**config.mk**
```make
export PLATFORM = sky130hd
export DESIGN_NAME = tri_fetcher_flat
export DESIGN_NICKNAME = d
export VERILOG_FILES = /design/src/rtl/tri_fetcher_if.sv /design/src/rtl/tri_fetcher.sv /design/src/flat_wrapper.sv
export SDC_FILE = /design/constraint.sdc
export NUM_CORES = 1
export LEC_CHECK = 0
export BUFFER_PORTS_ARGS = -buffer_cell sky130_fd_sc_hd__buf_2
export CORE_UTILIZATION = 30
export DETAILED_ROUTE_END_ITERATION = 10
export REMOVE_ABC_BUFFERS = 1
export SETUP_SLACK_MARGIN = 0.02
export SLEW_MARGIN = 5
export SYNTH_ARGS = -nofsm -noshare
export SYNTH_HDL_FRONTEND = slang
export SYNTH_SLANG_ARGS = --single-unit
```
**constraint.sdc**
```tcl
create_clock -name clk -period 3.8 [get_ports clk]
set_input_delay 0.76 -clock clk [delete_from_list [all_inputs] [get_ports clk]]
set_output_delay 0.76 -clock clk [all_outputs]
set_load 0.02 [all_outputs]
```
**src/rtl/tri_fetcher_if.sv**
```systemverilog
// rtl/tri_fetcher_if.sv - triangle stream and Avalon-MM read master bundle
interface tri_fetcher_if #(
   parameter int WORDS_PER_TRI = 9
) ();
   logic                        avm_m0_read;
   logic [31:0]                 avm_m0_address;
   logic [1:0]                  avm_m0_byteenable;
   logic [15:0]                 avm_m0_readdata;
   logic                        avm_m0_readdatavalid;
   logic                        avm_m0_waitrequest;
   logic [32*WORDS_PER_TRI-1:0] o_tri;
   logic [31:0]                 o_tri_index;
   logic                        o_valid;
   logic                        i_ready;

   modport master (
      output avm_m0_read, avm_m0_address, avm_m0_byteenable,
      input  avm_m0_readdata, avm_m0_readdatavalid, avm_m0_waitrequest,
      output o_tri, o_tri_index, o_valid,
      input  i_ready
   );

   modport slave (
      input  avm_m0_read, avm_m0_address, avm_m0_byteenable,
      output avm_m0_readdata, avm_m0_readdatavalid, avm_m0_waitrequest,
      input  o_tri, o_tri_index, o_valid,
      output i_ready
   );
endinterface

```
**src/rtl/tri_fetcher.sv**
```systemverilog
// rtl/tri_fetcher.sv - streams triangle records from SDRAM via pipelined halfword reads
module tri_fetcher #(
   parameter int WORDS_PER_TRI = 9
) (
   input  logic          clk,
   input  logic          reset,
   input  logic          i_start,
   input  logic [31:0]   i_baseaddr,
   input  logic [31:0]   i_tri_cnt,
   output logic          o_busy,
   output logic          o_done,
   tri_fetcher_if.master bus
);
   localparam int          HW_PER_TRI = 2 * WORDS_PER_TRI;
   localparam logic [4:0]  LAST_HW    = 5'(HW_PER_TRI - 1);
   localparam logic [31:0] TRI_BYTES  = 32'(4 * WORDS_PER_TRI);

   localparam logic [2:0] IDLE    = 3'd0;
   localparam logic [2:0] ISSUE   = 3'd1;
   localparam logic [2:0] DRAIN   = 3'd2;
   localparam logic [2:0] PRESENT = 3'd3;
   localparam logic [2:0] DONE    = 3'd4;

   logic [2:0]  state;
   logic [31:0] tri_addr;
   logic [31:0] cnt;
   logic [31:0] index;
   logic [4:0]  issued;
   logic [4:0]  recv;
   logic [15:0] hw_buf [HW_PER_TRI];

   logic in_issue;
   logic accept;
   logic capture;

   assign in_issue = (state == ISSUE);
   assign accept   = in_issue && !bus.avm_m0_waitrequest;
   // Responses outside ISSUE/DRAIN are stale (e.g. left over from a reset) and dropped.
   assign capture  = ((state == ISSUE) || (state == DRAIN)) && bus.avm_m0_readdatavalid
                     && (recv <= LAST_HW);

   always_ff @(posedge clk) begin
      if (reset) begin
         state    <= IDLE;
         tri_addr <= '0;
         cnt      <= '0;
         index    <= '0;
         issued   <= '0;
         recv     <= '0;
         for (int k = 0; k < HW_PER_TRI; k++) begin
            hw_buf[k] <= '0;
         end
      end else begin
         if (capture) begin
            hw_buf[recv] <= bus.avm_m0_readdata;
            recv         <= recv + 5'd1;
         end
         case (state)
            IDLE: begin
               if (i_start) begin
                  tri_addr <= i_baseaddr;
                  cnt      <= i_tri_cnt;
                  index    <= '0;
                  issued   <= '0;
                  recv     <= '0;
                  state    <= (i_tri_cnt == 32'd0) ? DONE : ISSUE;
               end
            end
            ISSUE: begin
               if (accept) begin
                  issued <= issued + 5'd1;
                  if (issued == LAST_HW) state <= DRAIN;
               end
            end
            DRAIN: begin
               if (capture && (recv == LAST_HW)) state <= PRESENT;
            end
            PRESENT: begin
               if (bus.i_ready) begin
                  if (index == cnt - 32'd1) begin
                     state <= DONE;
                  end else begin
                     index    <= index + 32'd1;
                     tri_addr <= tri_addr + TRI_BYTES;
                     issued   <= '0;
                     recv     <= '0;
                     state    <= ISSUE;
                  end
               end
            end
            DONE:    state <= IDLE;
            default: state <= IDLE;
         endcase
      end
   end

   // Address is derived from registered state only, so it holds steady under waitrequest.
   assign bus.avm_m0_read       = in_issue;
   assign bus.avm_m0_address    = in_issue ? (tri_addr + {26'd0, issued, 1'b0}) : 32'd0;
   assign bus.avm_m0_byteenable = in_issue ? 2'b11 : 2'b00;

   for (genvar g = 0; g < HW_PER_TRI; g++) begin : g_tri
      assign bus.o_tri[16*g +: 16] = hw_buf[g];
   end

   assign bus.o_tri_index = index;
   assign bus.o_valid     = (state == PRESENT);
   assign o_busy          = (state != IDLE);
   assign o_done          = (state == DONE);
endmodule

```
**src/flat_wrapper.sv**
```systemverilog
// flat-port wrapper written by rule: the top's interface ports become plain ports
module tri_fetcher_flat 
#(
   parameter int WORDS_PER_TRI = 9
)
  (clk, reset, i_start, i_baseaddr, i_tri_cnt, o_busy, o_done, bus_avm_m0_read, bus_avm_m0_address, bus_avm_m0_byteenable, bus_avm_m0_readdata, bus_avm_m0_readdatavalid, bus_avm_m0_waitrequest, bus_o_tri, bus_o_tri_index, bus_o_valid, bus_i_ready);
  tri_fetcher_if #(.WORDS_PER_TRI(WORDS_PER_TRI)) bus_i ();
  input  logic clk;
  input  logic reset;
  input  logic i_start;
  input  logic [31:0] i_baseaddr;
  input  logic [31:0] i_tri_cnt;
  output logic o_busy;
  output logic o_done;
  output wire logic [$bits(bus_i.avm_m0_read)-1:0] bus_avm_m0_read;
  output wire logic [$bits(bus_i.avm_m0_address)-1:0] bus_avm_m0_address;
  output wire logic [$bits(bus_i.avm_m0_byteenable)-1:0] bus_avm_m0_byteenable;
  input wire logic [$bits(bus_i.avm_m0_readdata)-1:0] bus_avm_m0_readdata;
  input wire logic [$bits(bus_i.avm_m0_readdatavalid)-1:0] bus_avm_m0_readdatavalid;
  input wire logic [$bits(bus_i.avm_m0_waitrequest)-1:0] bus_avm_m0_waitrequest;
  output wire logic [$bits(bus_i.o_tri)-1:0] bus_o_tri;
  output wire logic [$bits(bus_i.o_tri_index)-1:0] bus_o_tri_index;
  output wire logic [$bits(bus_i.o_valid)-1:0] bus_o_valid;
  input wire logic [$bits(bus_i.i_ready)-1:0] bus_i_ready;
  assign bus_avm_m0_read = bus_i.avm_m0_read;
  assign bus_avm_m0_address = bus_i.avm_m0_address;
  assign bus_avm_m0_byteenable = bus_i.avm_m0_byteenable;
  assign bus_i.avm_m0_readdata = bus_avm_m0_readdata;
  assign bus_i.avm_m0_readdatavalid = bus_avm_m0_readdatavalid;
  assign bus_i.avm_m0_waitrequest = bus_avm_m0_waitrequest;
  assign bus_o_tri = bus_i.o_tri;
  assign bus_o_tri_index = bus_i.o_tri_index;
  assign bus_o_valid = bus_i.o_valid;
  assign bus_i.i_ready = bus_i_ready;
  tri_fetcher #(.WORDS_PER_TRI(WORDS_PER_TRI)) u_core (.clk(clk), .reset(reset), .i_start(i_start), .i_baseaddr(i_baseaddr), .i_tri_cnt(i_tri_cnt), .o_busy(o_busy), .o_done(o_done), .bus(bus_i));
endmodule
```
==> out/qor.yml <==
antenna_found_initial: 2
cts_max_level: 2
worstMarginPinSlew_ps: 1100
clkTransAtPathRegs_ps: 60
p_seq_frac: 0.470
syn_to_final_growth_pct: 27.3
start_util: 0.305
p_leak_nw: 9.30
maxCapViolCount: 0
overflow: 0
rr_endpoint: "u_core.issued[1]"
holdCritStartpoint: "i_tri_cnt[6]"
place_congestion: 0.873
hold_class: "in -> reg"
r2r_cells: 11
critPathArrivalTime_ps: 2900
io_pins: 444
synth_edf_count: 288
syn_area_um2: 17800
postSynthCellCount: 1713
start_kind: "flop"
async_flop_share: 0
ir_drop_uv: 353
first_global_vias: 13779
fin_cells: 2955
syn_area_per_cell_um2: 10.4
drc: 0
post-dp-hpwl_um: 42500
setup_viol_count_final: 0
tns_ps: 0
worstSetupPathType: "reg -> out"
drt-initial-drc-count: 1230
power_density_nw_per_um2: 470
vias: 14770
core_area_um2: 58100
drt-total-wl_um: 59300
reg2reg_setup_slack_ps: 180
r2r-start: "u_core.cnt[22]"
grt_max_degree: 59
synth_flop_cell: "edfxtp_1"
p_sw_frac: 0.270
yosysSeqAreaShare: 0.610
cts_tree: "yes"
drt.antenna.violating_nets: 0
end_kind: "output port"
slew_headroom: 0.266
vias_per_cell: 5.00
cts_made_buffers: 45
hold_end: "u_core.cnt[6]"
required_ps: 3040
drive_gt1_frac: 0.286
status: "complete, no violations"
min_period_ps: 3660
nNetsFinal: 2255
hold_buffers: 0
rsz0062_at_grt: "true"
drv_slew: 0
crit_path_max_fanout: 5
routedWlPerCell_um: 20.1
clkPwrFrac: 0.400
dr.pass1.iters: 5
p_int_mw: 7.75
die_area_um2: 60200
portBuffers: 443
ys_types: 75
clock-root-buffer: "clkbuf_16"
clkSinkCount: 397
dp.cells: 2866
clock.fmax_mhz: 273
clk_latency_ps: 580
die_y_um: 245
hold_viol: 0
yosysWarnings: 0
post-route-period-util: 0.964
cts.path.max_buffers: 3
die_w_um: 245
track_usage: 0.188
power_switching_mw: 2.87
holdPathStages: 3
grt_pass1_wl_um: 86100
ys_ff_latch: 397
whs_ps: 433
combinationalPowerShare: 0.131
placementRows: 88
fin_skew_ps: 25.7
utilization: 0.389
## logic make-up after synthesis
group | after synthesis | synth area share
adder cells (fa/ha/maj) | 13 | 0.00958
buffers and inverters | 155 | 0.0359
AO/OA/AOI/OAI | 239 | 0.0864
XOR/XNOR | 77 | 0.0380
multiplexers | 6 | 0.00338
flip-flops | 397 | 0.610
AND/OR/NAND/NOR | 826 | 0.217
## power groups by stage
stage	Clock [mW]	Sequential, mW	Combinational (mW)
after floorplan	0	5.21	0.630
after global placement	0	5.07	1.35
after detailed placement	0	5.08	1.36
after CTS	4.32	4.99	1.37
after global routing	4.49	5.01	1.50
final	4.25	4.99	1.39
## Yosys cell counts, drive strengths merged, types with 5 or more instances
library cell | instances | area [um2]
or4 | 6 | 48.8
a31oi | 9 | 56.3
nand2 | 219 | 825
clkbuf | 93 | 349
o21ai | 36 | 180
and2 | 33 | 206
buf | 26 | 153
or3 | 14 | 87.6
a21oi | 96 | 484
or2 | 5 | 31.3
a21o | 18 | 135
nor2 | 311 | 1170
nor2b | 9 | 56.3
ha | 12 | 150
o22ai | 5 | 31.3
o31ai | 14 | 105
a211oi | 19 | 158
and3 | 67 | 419
nand3b | 5 | 37.5
nand3 | 42 | 210
nand2b | 23 | 146
mux2i | 6 | 60.1
inv | 36 | 135
dfxtp | 109 | 2180
nand4 | 23 | 144
xnor2 | 47 | 412
xor2 | 30 | 263
a31o | 7 | 61.3
edfxtp | 288 | 8650
nor3 | 28 | 145
nor4 | 24 | 178
## placed cells by master (no fill, tap or decap), types with 19 or more instances in the layout
cell type,synthesis,layout
a21oi_1,95,92
and2_1,33,32
nand2_1,218,218
xnor2_1,47,47
edfxtp_1,288,288
nand2b_1,22,22
clkbuf_16,0,46
xor2_1,30,29
dfxtp_1,109,106
buf_4,2,72
nor4_1,21,19
nor2_1,311,308
and3_1,67,67
nand4_1,23,23
nor3_1,27,24
inv_1,36,36
nand3_1,42,41
buf_2,8,438
## timing repair
item                                    in CTS  in global routing
endpoints found under the setup margin      19                 66
resized for setup                           14                 27
pin swaps                                    2                  8
buffers inserted                             1                  7
hold endpoints to repair                     0                  0
## per-layer routing
metal	vias to the layer above	share of wire	track usage	routed length, um
met5	-	0.00022	0	13
met4	2	0.022	0.0537	1320
met3	87	0.088	0.0411	5220
met2	697	0.48	0.316	28400
met1	7103	0.41	0.243	24300
li1	6881	-	-	-
## layout make-up
cell class / instances / area, um2
fillers: 5755 / 35500
flip-flops and latches: 397 / 10800
multi-input cells: 1161 / 6450
repair buffers: 515 / 2800
clock buffers: 61 / 1230
well taps: 765 / 957
clock inverters: 19 / 191
inverters: 36 / 135
diodes: 1 / 2.50
## worst max-delay path by stage
stage	from	to	slack (ps)	cells after the start
global route	u_core.issued[0]	bus_avm_m0_address[31]	-60	13
global placement	u_core.issued[0]	bus_avm_m0_address[31]	30	13
finish	u_core.issued[0]	bus_avm_m0_address[31]	140	13
detailed placement	u_core.issued[0]	bus_avm_m0_address[31]	-80	13
floorplan	u_core.recv[0]	u_core.hw_buf[11][0]	-1010	7
CTS	u_core.tri_addr[2]	bus_avm_m0_address[26]	20	12
## flip-flops by register name, summed over array words and instances (netlist names)
name,cells
u_core.tri_addr,32
u_core.issued,5
u_core.bus.o_tri_index,32
u_core.cnt,32
u_core.hw_buf,288
u_core.state,3
u_core.recv,5
## worst max-delay path: stages (launching register included)
cell      delay (ps)
dfxtp_2          380
ha_2             210
fa_2             210
a21o_1           140
a21oi_2           70
nor2b_2          200
o21bai_4         100
nor3_4           280
nand3_2          160
nor2_4           120
nand2_1           70
xor2_1           150
nor2_1           100
buf_4            160
## per-stage QoR
step	setup slack (ps)	total power [mW]	area (um2)
finish	138	10.6	22600
global route	-55.2	11.0	22600
CTS	22.9	10.7	22400
detailed placement	-79.8	6.44	20900
global placement	27.8	6.41	20900
floorplan	-1010	5.84	17300
No activity file was read; power rests on OpenSTA's default activity.
